## config.mk

```make
export PLATFORM = sky130hd
export DESIGN_NAME = updown_counter
export DESIGN_NICKNAME = d
export VERILOG_FILES = /design/src/rtl/counter_pkg.sv /design/src/rtl/counter_step.sv /design/src/rtl/updown_counter.sv
export SDC_FILE = /design/constraint.sdc
export NUM_CORES = 1
export LEC_CHECK = 0
export CAP_MARGIN = 40
export CORE_AREA = 2 2 57 59
export DETAILED_ROUTE_END_ITERATION = 8
export DIE_AREA = 0 0 59 61
export GPL_ROUTABILITY_DRIVEN = 0
export PLACE_DENSITY = 0.62
export REMOVE_ABC_BUFFERS = 1
export SLEW_MARGIN = 20
export SYNTH_ARGS = -nofsm -noshare
export SYNTH_HDL_FRONTEND = slang
export SYNTH_SLANG_ARGS = --single-unit
```

## constraint.sdc

```tcl
create_clock -name clock -period 4.8 [get_ports clock]
set_input_delay 0.48 -clock clock [delete_from_list [all_inputs] [get_ports clock]]
set_output_delay 0.48 -clock clock [all_outputs]
set_load 0.005 [all_outputs]
```

## src/rtl/counter_pkg.sv

```systemverilog
// -----------------------------------------------------------------------------
// counter_pkg
// Shared constants and helpers for the updown_counter family.
//   MODE_WRAP / MODE_SATURATE : values for the SATURATE parameter.
//   default_max(width)        : largest value representable in 'width' bits,
//                               used as the default top of the count range.
// -----------------------------------------------------------------------------
package counter_pkg;

    localparam int MODE_WRAP     = 0;
    localparam int MODE_SATURATE = 1;

    // The 32-bit case is handled separately because 1 << 32 overflows a 32-bit
    // shift result.
    function automatic logic [31:0] default_max(input int width);
        if (width >= 32) begin
            return 32'hFFFF_FFFF;
        end
        return (32'd1 << width) - 32'd1;
    endfunction

endpackage : counter_pkg

```

## src/rtl/counter_step.sv

```systemverilog
// -----------------------------------------------------------------------------
// counter_step
// Purely combinational single-step calculator for the up/down counter.
// Given the current count and direction it produces the value after one
// enabled step, plus the overflow/underflow indication for that step.
//   count      in   WIDTH  current registered count (always 0..MAX_VALUE)
//   up         in   1      1 = step up, 0 = step down
//   next_count out  WIDTH  count after one step
//   overflow   out  1      step was an up step taken at MAX_VALUE
//   underflow  out  1      step was a down step taken at 0
// -----------------------------------------------------------------------------
module counter_step
    import counter_pkg::*;
#(
    parameter int          WIDTH     = 8,
    parameter logic [31:0] MAX_VALUE = default_max(WIDTH),
    parameter int          SATURATE  = MODE_WRAP
) (
    input  logic [WIDTH-1:0] count,
    input  logic             up,
    output logic [WIDTH-1:0] next_count,
    output logic             overflow,
    output logic             underflow
);

    localparam logic [WIDTH-1:0] MAX_W = MAX_VALUE[WIDTH-1:0];
    localparam bit               SAT   = (SATURATE == MODE_SATURATE);

    always_comb begin
        // NOTE: every output gets a default before any branch, so no path
        // through the block leaves a value unassigned and no latch is inferred.
        next_count = count;
        overflow   = 1'b0;
        underflow  = 1'b0;

        if (up) begin
            // Compare against the limit before adding, so the add never needs
            // a carry-out even when MAX_VALUE is the all-ones value.
            if (count == MAX_W) begin
                overflow   = 1'b1;
                next_count = SAT ? MAX_W : '0;
            end else begin
                next_count = count + WIDTH'(1);
            end
        end else begin
            if (count == '0) begin
                underflow  = 1'b1;
                next_count = SAT ? '0 : MAX_W;
            end else begin
                next_count = count - WIDTH'(1);
            end
        end
    end

endmodule : counter_step

```

## src/rtl/updown_counter.sv

```systemverilog
// -----------------------------------------------------------------------------
// updown_counter
// Parametrised synchronous up/down counter with parallel load, wrap or
// saturate behaviour at the range limits, and overflow/underflow/terminal
// flags. Count range is 0..MAX_VALUE.
//   clock      in   1      rising-edge clock
//   reset      in   1      synchronous active-high reset
//   enable     in   1      take one step per clock while high
//   up         in   1      direction of the step (1 = up)
//   load       in   1      synchronous parallel load (beats enable)
//   load_value in   WIDTH  load data, clamped to MAX_VALUE
//   count      out  WIDTH  registered count
//   overflow   out  1      registered pulse: up step taken at MAX_VALUE
//   underflow  out  1      registered pulse: down step taken at 0
//   terminal   out  1      combinational: next step in 'up' direction hits a limit
// -----------------------------------------------------------------------------
module updown_counter
    import counter_pkg::*;
#(
    parameter int          WIDTH     = 8,
    parameter logic [31:0] MAX_VALUE = default_max(WIDTH),
    parameter int          SATURATE  = MODE_WRAP
) (
    input  logic             clock,
    input  logic             reset,
    input  logic             enable,
    input  logic             up,
    input  logic             load,
    input  logic [WIDTH-1:0] load_value,
    output logic [WIDTH-1:0] count,
    output logic             overflow,
    output logic             underflow,
    output logic             terminal
);

    localparam logic [WIDTH-1:0] MAX_W = MAX_VALUE[WIDTH-1:0];

    logic [WIDTH-1:0] r_count;
    logic             r_overflow;
    logic             r_underflow;

    logic [WIDTH-1:0] w_step_count;
    logic             w_step_overflow;
    logic             w_step_underflow;
    logic [WIDTH-1:0] w_load_clamped;

    counter_step #(
        .WIDTH     (WIDTH),
        .MAX_VALUE (MAX_VALUE),
        .SATURATE  (SATURATE)
    ) u_step (
        .count      (r_count),
        .up         (up),
        .next_count (w_step_count),
        .overflow   (w_step_overflow),
        .underflow  (w_step_underflow)
    );

    // Clamping every load keeps the count inside 0..MAX_VALUE at all times.
    assign w_load_clamped = (load_value > MAX_W) ? MAX_W : load_value;

    // Priority: reset > load > enable > hold. Flags only survive one cycle.
    always_ff @(posedge clock) begin
        // NOTE: state registers use non-blocking assignments so every register
        // samples the pre-edge values regardless of statement order.
        if (reset) begin
            r_count     <= '0;
            r_overflow  <= 1'b0;
            r_underflow <= 1'b0;
        end else if (load) begin
            r_count     <= w_load_clamped;
            r_overflow  <= 1'b0;
            r_underflow <= 1'b0;
        end else if (enable) begin
            r_count     <= w_step_count;
            r_overflow  <= w_step_overflow;
            r_underflow <= w_step_underflow;
        end else begin
            r_overflow  <= 1'b0;
            r_underflow <= 1'b0;
        end
    end

    assign count     = r_count;
    assign overflow  = r_overflow;
    assign underflow = r_underflow;

    // Depends only on the registered count and the live direction input.
    assign terminal  = up ? (r_count == MAX_W) : (r_count == '0);

endmodule : updown_counter

```

==> results.sh, run 1 <==
export IMPL_tns_ps=0
export IMPL_clk_pin_slew_ps=70
export IMPL_cap_violations=0
export IMPL_async_reset_ff_share_pct=0
export IMPL_cts_tree="yes"
export IMPL_worst_pin_slew_ps=710.7
export IMPL_hold_viol=0
export IMPL_crit_required_ps=4320
export IMPL_syn2layout_area_growth_pct=28.15
export IMPL_grt_pass1_vias=788
export IMPL_min_period_ps=2664
export IMPL_switching_share_pct=33.87
export IMPL_drt_iter0_drc=49
export IMPL_critPathLaunchType="input port"
export IMPL_max_stage_delay_ps=660
export IMPL_cts_hold_buf=0
export IMPL_place_hpwl_mm=1.607
export IMPL_cts_root_buf="clkbuf_4"
export IMPL_outcome="completed"
export IMPL_synth_most_common_cell="nand2_1"
export IMPL_synth_main_ff_cell="dfxtp_1"
export IMPL_fin_nets=147
export IMPL_arrival_ps=2180
export IMPL_drc=0
export IMPL_drt_total_wl_mm=2.178
export IMPL_power_frac_clock_pct=24.5
export IMPL_critPathTopFamily="buffers and inverters"
export IMPL_floorplan_initialDensity_pct=28.90
export IMPL_synth_seq_cells=10
export IMPL_path_cells="clkdlybuf4s50_1 > nor4_4 > nand2_1 > nand2_1 > clkdlybuf4s50_1"
export IMPL_critical_path_class="in -> out"
export IMPL_insertedDiodeCount=0
export IMPL_die_area_um2=3599
export IMPL_yosysWarnings=0
export IMPL_fmax_ghz=0.3754
export IMPL_synthTopCellsByCount="nand2_1, a21oi_1, dfxtp_1, nor2_1"
export IMPL_rsz0062_at_grt="false"
export IMPL_cp_end_kind="output port"
export IMPL_post_drt_via_cell_ratio=5.580
export IMPL_wire_per_inst_um=13.44
export IMPL_grt_pass1_wl_mm=3.443
export IMPL_ant_nets=0
export IMPL_yosys_top_cells_area="dfxtp_1, a21oi_1, nand2_1, ha_1, nor2_1"
export IMPL_share_comb_of_total_power_pct=33.0
export IMPL_synth_top_area_share_pct=23.46
export IMPL_rows=20
export IMPL_power_leakage_nw=0.3924
export IMPL_die_w_um=59
export IMPL_post_cts_buffers=0
export IMPL_slew_limit_headroom_pct=52.47
export IMPL_dr_pass1_iters=4
export IMPL_slowest_stage="clkdlybuf4s50_1"
export IMPL_fin_area_um2=1094
export IMPL_sequentialPowerShare_pct=42.5
export IMPL_pin_count=24
export IMPL_die_h_um=61
export IMPL_crit_fanout=12
export IMPL_grt_usage_pct=12.48
export IMPL_synth_cell_types=37
export IMPL_netlist_area_um2=853.3
export IMPL_vias=904
export IMPL_yosys_area_top_type="dfxtp_1"
export IMPL_grt_max_degree=20
export IMPL_finClkSkew_ps=1.071
export IMPL_hp_class="reg -> reg"
export IMPL_period_share_pct=55.49
export IMPL_finalSetupViolCount=0
export IMPL_synthesis_instances=111
export IMPL_overflow=0
export IMPL_max_vdd_ir_drop_uv=71.74
export IMPL_synth_edf_count=0
export IMPL_ys_seq_area_share_pct=23.46
export IMPL_layout_drive_gt1_share_pct=6.202
export IMPL_port_buffers=23
export IMPL_insertion_delay_ps=270
export IMPL_antenna_found_initial=0
export IMPL_post_dp_cell_area_um2=1071
export IMPL_clockBufferDepth=2
export IMPL_power_internal_uw=163.9
export IMPL_cts_buffers=3
export IMPL_slew_viol_final=0
export IMPL_switching_power_uw=83.92
export IMPL_htreeDepth=1
export IMPL_syn_avg_cell_area_um2=7.688
export IMPL_p_per_area_nw_per_um2=226.6
export IMPL_ctsResizeCount=0
export IMPL_cts_sinks=10
export IMPL_core_um2=2953
export IMPL_crit_buf_inv=2
==> worst paths after layout <==
kind / slack, ps / startpoint / end / depth (start not counted)
worst min-delay path: 640 / count[7] / count[7] / 2
worst min register to register: 640 / count[7] / count[7] / 2
worst max register to register: 2840 / count[0] / count[4] / 6
worst max-delay path: 2140 / up / terminal / 5
==> registers in the layout, summed over array words and instances (netlist names) <==
name / flops
count: 8
overflow: 1
underflow: 1
==> cells in the final DEF (no fill, tap or decap) <==
cell	netlist	routed
a2111oi_2	2	2
a21oi_1	11	11
a221o_2	1	1
a2bb2oi_1	1	1
a31oi_1	3	3
a32oi_1	1	1
and2_1	1	1
and3_1	1	1
and4b_1	2	2
clkbuf_4	0	3
clkdlybuf4s50_1	0	23
dfxtp_1	10	10
ha_1	3	3
inv_1	6	6
mux2i_1	1	1
nand2_1	12	12
nand2b_1	4	4
nand3_1	4	4
nand3b_1	2	2
nand4_1	2	2
nor2_1	10	10
nor2b_1	1	1
nor3_1	6	6
nor4_4	1	1
nor4b_4	1	1
nor4bb_1	2	2
o211ai_1	1	1
o21ai_0	4	4
o22a_1	1	1
o31ai_1	2	2
o32a_1	1	1
or3_1	2	2
or4_1	1	1
xnor2_1	2	2
xor2_1	1	1
==> through the flow <==
stage / setup slack [ps] / power (mW) / hold slack (ps) / cells / util [%]
after floorplan: 3090 / 0.1491 / 549.1 / 103 / -
after global placement: 2214 / 0.1880 / 614.8 / 159 / 36.27
after detailed placement: 2151 / 0.1889 / 629.7 / 159 / 36.27
after CTS: 2141 / 0.2500 / 642.8 / 162 / 37.03
after global routing: 2006 / 0.2621 / 683.1 / 162 / 37.03
final: 2136 / 0.2478 / 637.8 / 162 / 37.03
==> worst register-to-register path: cells and delay by family, from the launching register on <==
family / cells / cell delay (ps)
buffers and inverters: 1 / 130
adder cells (fa/ha/maj): 1 / 220
AND/OR/NAND/NOR: 2 / 540
flip-flops: 1 / 500
AO/OA/AOI/OAI: 2 / 420
==> kinds of logic after synthesis <==
logic type / after synthesis / synth area share [%]
xor+xnor: 3 / 3.080
flops: 10 / 23.46
fa+ha+maj: 3 / 4.399
simple gates: 52 / 36.22
compound gates: 28 / 22.73
mux: 1 / 1.173
buf+inv: 14 / 8.944
==> area by class of cell <==
| cell class | instances | area (µm²) |
|---|---|---|
| inverters | 6 | 22.52 |
| multi-input cells | 87 | 576.8 |
| flip-flops and latches | 10 | 200.2 |
| repair buffers | 23 | 230.2 |
| fillers | 303 | 1859 |
| well taps | 33 | 41.29 |
| clock buffers | 3 | 22.52 |
==> power groups by stage <==
stage                     combinational (mW)  clock, mW  sequential, mW
after floorplan                       0.0450          0           0.104
after global placement                0.0811          0           0.107
after detailed placement              0.0816          0           0.107
after CTS                             0.0820     0.0627           0.105
after global routing                  0.0906     0.0641           0.107
final                                 0.0818     0.0606           0.105
==> routing by layer <==
layer | share of wire, % | GRT usage (%)
met1 | 46 | 17.39
met2 | 48 | 19.84
met3 | 5.4 | 0.8529
met4 | 0.64 | 5.519
met5 | 0 | 0
No activity file was read; power rests on OpenSTA's default activity.
==> run 2: changes to the inputs <==
==> constraint.sdc (replaced) <==
create_clock -name clock -period 2.55 [get_ports clock]
set_input_delay 0.255 -clock clock [delete_from_list [all_inputs] [get_ports clock]]
set_output_delay 0.255 -clock clock [all_outputs]
set_load 0.005 [all_outputs]
==> run 2 against run 1 <==
Total power up 91%. Utilization grew 0.76 points. Combinational power grew 99%. Final area is 2.1% higher. Wire length is 2.6% higher. Via count is 0.88% higher. Sequential power up 85%. Largest power group unchanged. Critical endpoint unchanged. Clock power grew 91%.
==> results.sh, run 2 (synthesis results as in run 1) <==
export IMPL_cts_sinks=10
export IMPL_clk_pin_slew_ps=70
export IMPL_insertedDiodeCount=0
export IMPL_finalSetupViolCount=0
export IMPL_pin_count=24
export IMPL_outcome="completed"
export IMPL_hold_depth=3
export IMPL_reg2reg_slack_ps=680
export IMPL_slew_viol_final=0
export IMPL_syn2layout_area_growth_pct=30.79
export IMPL_die_w_um=59
export IMPL_period_share_pct=88.85
export IMPL_place_hpwl_mm=1.703
export IMPL_grt_max_degree=17
export IMPL_layout_common_cells="clkdlybuf4s50_1, nand2_1, a21oi_1, nor2_1, dfxtp_1"
export IMPL_cp_end_kind="output port"
export IMPL_ant_nets=0
export IMPL_ctsResizeCount=0
export IMPL_hold_end="count[2]"
export IMPL_layout_drive_gt1_share_pct=8.333
export IMPL_fmax_ghz=0.4414
export IMPL_power_leakage_nw=0.4073
export IMPL_slew_limit_headroom_pct=61.10
export IMPL_cpMostUsedCell="nand2_1"
export IMPL_fillers=307
export IMPL_hold_slack_ps=548.5
export IMPL_hp_class="in -> reg"
export IMPL_rows=20
export IMPL_final_common_cell="clkdlybuf4s50_1"
export IMPL_cts_root_buf="clkbuf_4"
export IMPL_critical_path_class="reg -> out"
export IMPL_fin_total_pwr_uw=473.9
export IMPL_tns_ps=0
export IMPL_antenna_found_initial=0
export IMPL_die_area_um2=3599
export IMPL_cts_hold_buf=0
export IMPL_wire_per_inst_um=13.55
export IMPL_layout_setup_ws_ps=284.4
export IMPL_place_ws_ps=341.1
export IMPL_hold_viol=0
export IMPL_critPathLaunchType="flop"
export IMPL_vias=912
export IMPL_fin_area_um2=1116
export IMPL_reg2reg_to="count[2]"
export IMPL_max_stage_delay_ps=500
export IMPL_p_per_area_nw_per_um2=424.6
export IMPL_drt_total_wl_mm=2.235
export IMPL_core_um2=2953
export IMPL_rr_startpoint="count[0]"
export IMPL_max_vdd_ir_drop_uv=174.1
export IMPL_min_period_ps=2266
export IMPL_place_inst=162
export IMPL_insertion_delay_ps=270
export IMPL_stdcell_count=165
export IMPL_finish_utilization_pct=37.80
export IMPL_grt_pass1_wl_mm=3.670
export IMPL_multi_input_area_um2=576.8
export IMPL_grt_usage_pct=13.40
export IMPL_worst_pin_slew_ps=581.7
export IMPL_cts_buffers=3
export IMPL_reg2reg_depth=7
export IMPL_htreeDepth=1
export IMPL_cap_violations=0
export IMPL_rsz0062_at_grt="false"
export IMPL_post_drt_via_cell_ratio=5.527
export IMPL_fin_nets=150
export IMPL_die_h_um=61
export IMPL_path_cells="inv_1 > ha_1 > nor4b_4 > nand2_1 > nand2_1 > clkdlybuf4s50_1"
export IMPL_port_buffers=23
export IMPL_crit_fanout=9
export IMPL_min_from="load_value[2]"
export IMPL_floorplan_initialDensity_pct=28.90
export IMPL_seqCellArea_um2=200.2
export IMPL_post_cts_buffers=0
export IMPL_finClkSkew_ps=1.183
export IMPL_drc=0
export IMPL_dr_pass1_iters=4
export IMPL_clockBufferDepth=2
export IMPL_crit_required_ps=2300
export IMPL_slowest_stage="clkdlybuf4s50_1"
export IMPL_arrival_ps=2010
export IMPL_overflow=0
export IMPL_largest_reg_flops=8
export IMPL_grt_pass1_vias=782
export IMPL_drt_iter0_drc=40
export IMPL_post_dp_cell_area_um2=1094
export IMPL_cts_tree="yes"
## run 2: cell count changes in the layout (fill, tap and decap cells not counted)
cell	previous run	this run
buf_4	0	3
## run 2: per-layer routing
| metal | global-route usage (%) | vias to the layer above | routed length (µm) |
|---|---|---|---|
| met4 | 3.896 | 0 | 39 |
| met2 | 21.27 | 29 | 1072 |
| met3 | 2.985 | 4 | 105 |
| met1 | 18.24 | 429 | 1017 |
| met5 | 0 | - | 0 |
| li1 | - | 450 | - |
## run 2: worst max-delay path, delay by kind of cell, from the launching register on
family | cells | cell delay (ps)
adders and majority gates | 1 | 150
buffers and inverters | 2 | 640
DFF | 1 | 390
and+or+nand+nor | 3 | 560
## run 2: worst max path at each step
stage	from	end	slack (ps)	depth (start not counted)
3_3_place_gp	up	terminal	420	5
3_5_place_dp	up	terminal	340	5
5_1_grt	count[0]	terminal	110	6
6_report	count[0]	terminal	280	6
2_1_floorplan	count[0]	count[4]	840	6
4_1_cts	count[2]	terminal	280	5
## run 2: layout make-up
| type | instances | area share, % |
|---|---|---|
| multi-input combinational | 87 | 51.68 |
| timing repair buffer | 26 | 22.65 |
| clock buffer | 3 | 2.018 |
| tap | 33 | 3.700 |
| sequential | 10 | 17.94 |
| inverter | 6 | 2.018 |
## run 2: report_power, final
part	total [mW]	leakage (nW)	internal [mW]	switching [mW]
Combinational	0.163	0.311	0.0905	0.0728
Sequential	0.194	0.0824	0.168	0.0268
Clock	0.116	0.0138	0.0547	0.0615
Total	0.474	0.407	0.313	0.161
